`src/rtl/alu_pkg.sv`:
```
// Shared ALU definitions: the 4-bit control encoding produced by the ALU decoder
// and the execute-stage FSM states.
package alu_pkg;

  typedef enum logic [3:0] {
    ALU_ADD  = 4'b0000,
    ALU_SUB  = 4'b0001,
    ALU_AND  = 4'b0010,
    ALU_OR   = 4'b0011,
    ALU_XOR  = 4'b0100,
    ALU_SLT  = 4'b0101,
    ALU_SRL  = 4'b0110,
    ALU_SRA  = 4'b0111,
    ALU_SLL  = 4'b1000,
    ALU_SLTU = 4'b1001
  } alu_ctrl_t;

  typedef enum logic [1:0] {
    IDLE  = 2'd0,
    SHIFT = 2'd1,
    DONE  = 2'd2
  } ALU_STATE_t;

  function automatic logic is_shift(input logic [3:0] ctrl);
    return (ctrl == ALU_SRL) || (ctrl == ALU_SRA) || (ctrl == ALU_SLL);
  endfunction

endpackage

```
`src/rtl/alu_core.sv`:
```
// Purely combinational single-cycle ALU ops plus detection of unencoded controls.
module alu_core
  import alu_pkg::*;
#(
  parameter int WIDTH = 32
)(
  input  logic [WIDTH-1:0] a,
  input  logic [WIDTH-1:0] b,
  input  logic [3:0]       ctrl,
  output logic [WIDTH-1:0] result,
  output logic             illegal
);

  logic [WIDTH-1:0] sum_s;
  logic [WIDTH-1:0] diff_s;
  logic             slt_s;
  logic             sltu_s;

  assign sum_s  = a + b;
  assign diff_s = a - b;
  assign slt_s  = $signed(a) < $signed(b);
  assign sltu_s = a < b;

  // op select; shift codes pass A through so a zero-amount shift finishes here
  always_comb begin
    result  = {WIDTH{1'b0}};
    illegal = 1'b0;
    case (ctrl)
      ALU_ADD:  result = sum_s;
      ALU_SUB:  result = diff_s;
      ALU_AND:  result = a & b;
      ALU_OR:   result = a | b;
      ALU_XOR:  result = a ^ b;
      ALU_SLT:  result = {{(WIDTH-1){1'b0}}, slt_s};
      ALU_SLTU: result = {{(WIDTH-1){1'b0}}, sltu_s};
      ALU_SRL, ALU_SRA, ALU_SLL: result = a;
      default: begin
        result  = {WIDTH{1'b0}};
        illegal = 1'b1;
      end
    endcase
  end

endmodule

```
`src/rtl/alu_exec.sv`:
```
// Execute-stage ALU: single-cycle ops through alu_core, a 1-bit-per-cycle serial
// shifter, valid/ready handshake on both sides and a synchronous flush.
module alu_exec
  import alu_pkg::*;
#(
  parameter int WIDTH   = 32,
  parameter int SHAMT_W = 5
)(
  input  logic             clk,
  input  logic             reset_n,
  input  logic             valid_i,
  output logic             ready_o,
  input  logic [WIDTH-1:0] SrcA,
  input  logic [WIDTH-1:0] SrcB,
  input  logic [3:0]       ALUControl,
  input  logic             flush,
  output logic             valid_o,
  input  logic             ready_i,
  output logic [WIDTH-1:0] ALUResult,
  output logic             Zero,
  output logic             illegal_o
);

  ALU_STATE_t         state_r, next_state_s;
  logic [WIDTH-1:0]   w_r, shifted_s, core_result_s, result_r;
  logic [SHAMT_W-1:0] cnt_r, shamt_s;
  logic [3:0]         kind_r;
  logic               core_illegal_s, accept_s, start_shift_s, shift_last_s;
  logic               zero_r, illegal_r, valid_r;

  alu_core #(.WIDTH(WIDTH)) u_core (
    .a       (SrcA),
    .b       (SrcB),
    .ctrl    (ALUControl),
    .result  (core_result_s),
    .illegal (core_illegal_s)
  );

  assign shamt_s       = SrcB[SHAMT_W-1:0];
  assign accept_s      = valid_i & ready_o & ~flush;
  assign start_shift_s = accept_s & is_shift(ALUControl) & (shamt_s != {SHAMT_W{1'b0}});
  assign shift_last_s  = (state_r == SHIFT) & (cnt_r == SHAMT_W'(1));

  // state register
  always_ff @(posedge clk or negedge reset_n) begin
    if (!reset_n) state_r <= IDLE;
    else          state_r <= next_state_s;
  end

  // next state; flush overrides any handshake
  always_comb begin
    next_state_s = state_r;
    if (flush) begin
      next_state_s = IDLE;
    end else begin
      case (state_r)
        IDLE: begin
          if (accept_s) next_state_s = start_shift_s ? SHIFT : DONE;
          else          next_state_s = IDLE;
        end
        SHIFT: next_state_s = (cnt_r == SHAMT_W'(1)) ? DONE : SHIFT;
        DONE: begin
          if (accept_s)     next_state_s = start_shift_s ? SHIFT : DONE;
          else if (ready_i) next_state_s = IDLE;
          else              next_state_s = DONE;
        end
        default: next_state_s = IDLE;
      endcase
    end
  end

  // upstream ready depends only on state and downstream ready
  always_comb begin
    ready_o = 1'b0;
    case (state_r)
      IDLE:    ready_o = 1'b1;
      DONE:    ready_o = ready_i;
      default: ready_o = 1'b0;
    endcase
  end

  // one step of the serial shifter
  always_comb begin
    shifted_s = w_r;
    case (kind_r)
      ALU_SRL: shifted_s = {1'b0, w_r[WIDTH-1:1]};
      ALU_SRA: shifted_s = {w_r[WIDTH-1], w_r[WIDTH-1:1]};
      ALU_SLL: shifted_s = {w_r[WIDTH-2:0], 1'b0};
      default: shifted_s = w_r;
    endcase
  end

  // datapath and result registers; a flushed cycle leaves the old result in place
  always_ff @(posedge clk or negedge reset_n) begin
    if (!reset_n) begin
      w_r       <= {WIDTH{1'b0}};
      cnt_r     <= {SHAMT_W{1'b0}};
      kind_r    <= 4'b0000;
      result_r  <= {WIDTH{1'b0}};
      zero_r    <= 1'b0;
      illegal_r <= 1'b0;
      valid_r   <= 1'b0;
    end else if (flush) begin
      valid_r <= 1'b0;
    end else if (start_shift_s) begin
      w_r     <= SrcA;
      cnt_r   <= shamt_s;
      kind_r  <= ALUControl;
      valid_r <= 1'b0;
    end else if (accept_s) begin
      result_r  <= core_result_s;
      zero_r    <= (core_result_s == {WIDTH{1'b0}});
      illegal_r <= core_illegal_s;
      valid_r   <= 1'b1;
    end else if (state_r == SHIFT) begin
      w_r   <= shifted_s;
      cnt_r <= cnt_r - SHAMT_W'(1);
      if (shift_last_s) begin
        result_r  <= shifted_s;
        zero_r    <= (shifted_s == {WIDTH{1'b0}});
        illegal_r <= 1'b0;
        valid_r   <= 1'b1;
      end
    end else if (ready_i) begin
      valid_r <= 1'b0;
    end
  end

  assign valid_o   = valid_r;
  assign ALUResult = result_r;
  assign Zero      = zero_r;
  assign illegal_o = illegal_r;

endmodule

```
`config.mk`:
```
export PLATFORM = sky130hd
export DESIGN_NAME = alu_exec
export DESIGN_NICKNAME = d
export VERILOG_FILES = /design/src/rtl/alu_pkg.sv /design/src/rtl/alu_core.sv /design/src/rtl/alu_exec.sv
export SDC_FILE = /design/constraint.sdc
export NUM_CORES = 1
export LEC_CHECK = 0
export BUFFER_PORTS_ARGS = -buffer_cell sky130_fd_sc_hd__buf_2
export CORE_ASPECT_RATIO = 0.75
export CORE_MARGIN = 2
export CORE_UTILIZATION = 65
export DETAILED_ROUTE_END_ITERATION = 6
export HOLD_SLACK_MARGIN = 0.02
export PLACE_DENSITY = 0.95
export SYNTH_ARGS = -nofsm -noshare
export SYNTH_HDL_FRONTEND = slang
export SYNTH_HIERARCHICAL = 1
export SYNTH_SLANG_ARGS = --single-unit
export TNS_END_PERCENT = 1
```
`constraint.sdc`:
```
create_clock -name clk -period 6.27 [get_ports clk]
set_input_delay 0.627 -clock clk [delete_from_list [all_inputs] [get_ports clk]]
set_output_delay 0.627 -clock clk [all_outputs]
set_load 0.05 [all_outputs]
```
==> impl_metrics.toml <==
[outcome]
status = "complete, but fails checks"
failed_checks = "design-rule violations"

[placed_design]
hpwl_um = 26630
place_area_mm2 = 0.01028
globalplace.congestion = 1.018
dpl_worst_slack_ps = 1197
place.port_buffers = 108

[setup_path]
ff2ff_setup_slack_ps = 3590
r2r_end = "Zero$_DFFE_PN0P_"
crit_chain = "buf_2 -> inv_1 -> ha_1 -> or4_4 -> or3_1 -> nor4_2 -> nand2_1 -> a221oi_2 -> a21o_2 -> a41oi_2 -> o221ai_1 -> nand3_1 -> nor4_1 -> nand4_1 -> nor4_1 -> mux2i_1 -> o31ai_1"
critPathKind = "in2reg"
r2r_start = "kind_r[1]$_DFFE_PN0P_"
worstRegToRegCells = 6
crit_path_start = "SrcA[12]"
endpoint = "Zero$_DFFE_PN0P_"
worstPathRequired_ps = 6520
end_kind = "flip-flop"
startpoint_type = "input pin"
max_stage_delay_ps = 590
critPathSlowestCell = "or4_4"
arrival_ps = 5230
crit_fanout = 12
crit_top_cell = "nor4_1"

[logic_synthesis]
ys_seq_area_share_pct = 20.17
syn_inst = 1324
synth-seq-cells = 78
syn_area_mm2 = 0.009676
async_flop_share_pct = 100.0
synth-edff-count = 0
yosys.cell_types.count = 86
synth-main-ff-cell = "dfrtp_1"
synth_area_per_cell_um2 = 7.308
yosysWarnings = 6
syn_nets = 1507

[floorplanning]
die_h_um = 109.7
dieArea_mm2 = 0.01589
boundaryPins = 109
fp.dieW_um = 144.9
row_count = 38
initial_core_util_pct = 66.72
core-area_mm2 = 0.01450

[routing]
routed_wirelength_um = 36560
drc = 19
dr.pass1.iters = 7
num_vias = 11420
ant_nets = 0
vias_per_cell = 7.259
drt_iter0_drc = 1901
routedWlPerCell_um = 23.24

[sta]
finalMaxSlewViolations = 0
min_period_over_period_pct = 79.47
finalSetupViolations = 0
skew_ps = 6.551
hold_violations = 0
rsz0062_at_grt = "no"
fin_setup_tns_ps = 0
fmax_ghz = 0.2007
maxSlewHeadroom_pct = 28.19
worst_pin_slew_ps = 1075
setup_slack_ps = 1287
fin_crit_ps = 4983

[pwr]
power_density_mw_per_mm2 = 282.1
swShare_pct = 50.71
comb_power_share_pct = 52.7
power_frac_seq_pct = 29.5
p_clk_share_pct = 17.8
leakagePower_nw = 4.864
peakVddDrop_mv = 0.3281
power_switching_mw = 1.513
intPower_mw = 1.471

[global_routing]
grt_pass1_wl_um = 56280
grt-ovfl-total = 0
grt_max_degree = 79
grt_pass1_vias = 10460
antenna_found_initial = 0
gr-usage-all-layers_pct = 45.69

[finish]
antenna_cells = 0
final_design_area_no_fill_mm2 = 0.01058
final_nets = 1551
area_growth_syn_to_layout_pct = 9.337
drive_gt1_share_pct = 12.53

[run]
drv_cap = 0

[worst_hold_path]
hp-class = "in2async"

[clock_network]
ctsHoldBuffers = 0
postCtsSetupBuffers = 0
cts.repair.resized = 0
clockRootBuffer = "clkbuf_16"
ctsHtreeMaxLevel = 3
cts.sinks = 78
clockBufferDepth = 2
cts_tree = "yes"
cts_buffers = 9
clock_latency_ps = 340
clk_pin_slew_ps = 60
## power groups by stage
stage / clock network [mW] / logic, mW / registers, mW
CTS: 0.530 / 1.52 / 0.863
floorplan: 0 / 0.806 / 1.09
finish: 0.530 / 1.57 / 0.880
global route: 0.556 / 1.68 / 0.893
detailed placement: 0 / 1.51 / 0.866
global placement: 0 / 1.48 / 0.856
## state kept, by name, summed over array words and instances, names as in the netlist
name and cells:
ALUResult 32, valid_o 1, state_r 2, Zero 1
kind_r 4, cnt_r 5, w_r 32, illegal_o 1
## how the worst min path moves through the flow
stage	from	end	slack, ps
final	reset_n	ALUResult[23]$_DFFE_PN0P_	460
after detailed placement	illegal_o$_DFFE_PN0P_	illegal_o$_DFFE_PN0P_	470
after global routing	illegal_o$_DFFE_PN0P_	illegal_o$_DFFE_PN0P_	510
after floorplan	reset_n	ALUResult[0]$_DFFE_PN0P_	330
after CTS	illegal_o$_DFFE_PN0P_	illegal_o$_DFFE_PN0P_	480
after global placement	ALUResult[28]$_DFFE_PN0P_	ALUResult[28]$_DFFE_PN0P_	460
## per-layer routing
layer	GRT usage [%]	share of wire, %
met1	61.77	38
met4	19.97	5.2
met2	67.59	41
met3	13.81	16
met5	0	0
## critical path, delay by kind of cell
kind                       cells  cell delay (ps)
buffers and inverters          2              210
and+or+nand+nor                8             2580
muxes                          1              100
AOI/OAI and AO/OA              5             1270
adders and majority gates      1              440
## cell usage after synthesis, drive strengths merged, types with 11 or more instances
cell type	count	area share, %
ha	108	14
a221oi	29	2.7
nor4	19	1.3
nor2	146	5.7
inv	95	3.7
nor2b	14	0.91
o211ai	21	1.6
dfrtp	78	20
a21o	20	1.6
nand2	105	4.1
o21ai	130	6.7
nand2b	13	0.84
nor3	22	1.1
a22o	29	2.6
a22oi	52	4.0
nand4	14	0.91
a21oi	145	7.5
clkbuf	79	3.1
or3	11	0.71
nand3	16	0.83
buf	12	0.62
## per-stage QoR
stage | cells | utilization [%] | power [mW] | hold WS (ps)
detailed placement | 1557 | 70.87 | 2.376 | 467.3
floorplan | 1324 | - | 1.900 | 331.4
global placement | 1557 | 70.87 | 2.333 | 458.0
finish | 1573 | 72.95 | 2.985 | 456.1
CTS | 1573 | 72.95 | 2.917 | 480.1
global route | 1573 | 72.95 | 3.132 | 511.3
## cell families (layout without fill, tap and decap cells)
logic type      after synthesis  in the layout  synth area share [%]
mux                          10             10                 1.125
buf+inv                     186            235                 7.371
compound gates              546            546                 37.55
xor+xnor                      2              2                0.1811
fa+ha+maj                   110            110                 14.38
flops                        78             78                 20.17
simple gates                392            392                 19.22
## placed cells by master (no fill, tap or decap), drive strengths merged, types with 7 or more instances in the layout
cell type / netlist / final
nand3: 16 / 16
a221oi: 29 / 29
dfrtp: 78 / 78
o21bai: 8 / 8
nor2b: 14 / 14
nor4: 19 / 19
or3: 11 / 11
o211ai: 21 / 21
o32ai: 9 / 9
ha: 108 / 108
buf: 12 / 124
inv: 95 / 95
a22oi: 52 / 52
clkbuf: 79 / 11
o22a: 7 / 7
a22o: 29 / 29
o31ai: 10 / 10
a31oi: 8 / 8
nand2: 105 / 105
nor3: 22 / 22
o21ai: 130 / 130
a21o: 20 / 20
nor2: 146 / 146
a211oi: 10 / 10
a21oi: 145 / 145
nand2b: 13 / 13
o221ai: 8 / 8
o22ai: 8 / 8
nand4: 14 / 14
## cell type report
type | instances | area, um^2
clock inverter | 5 | 58.81
inverter | 95 | 356.6
clock buffer | 11 | 242.7
fill | 1159 | 3923
tap | 200 | 250.2
multi-input combinational | 1060 | 7056
timing repair buffer | 124 | 663.1
sequential | 78 | 1952
(Power assumes the default switching activity.)
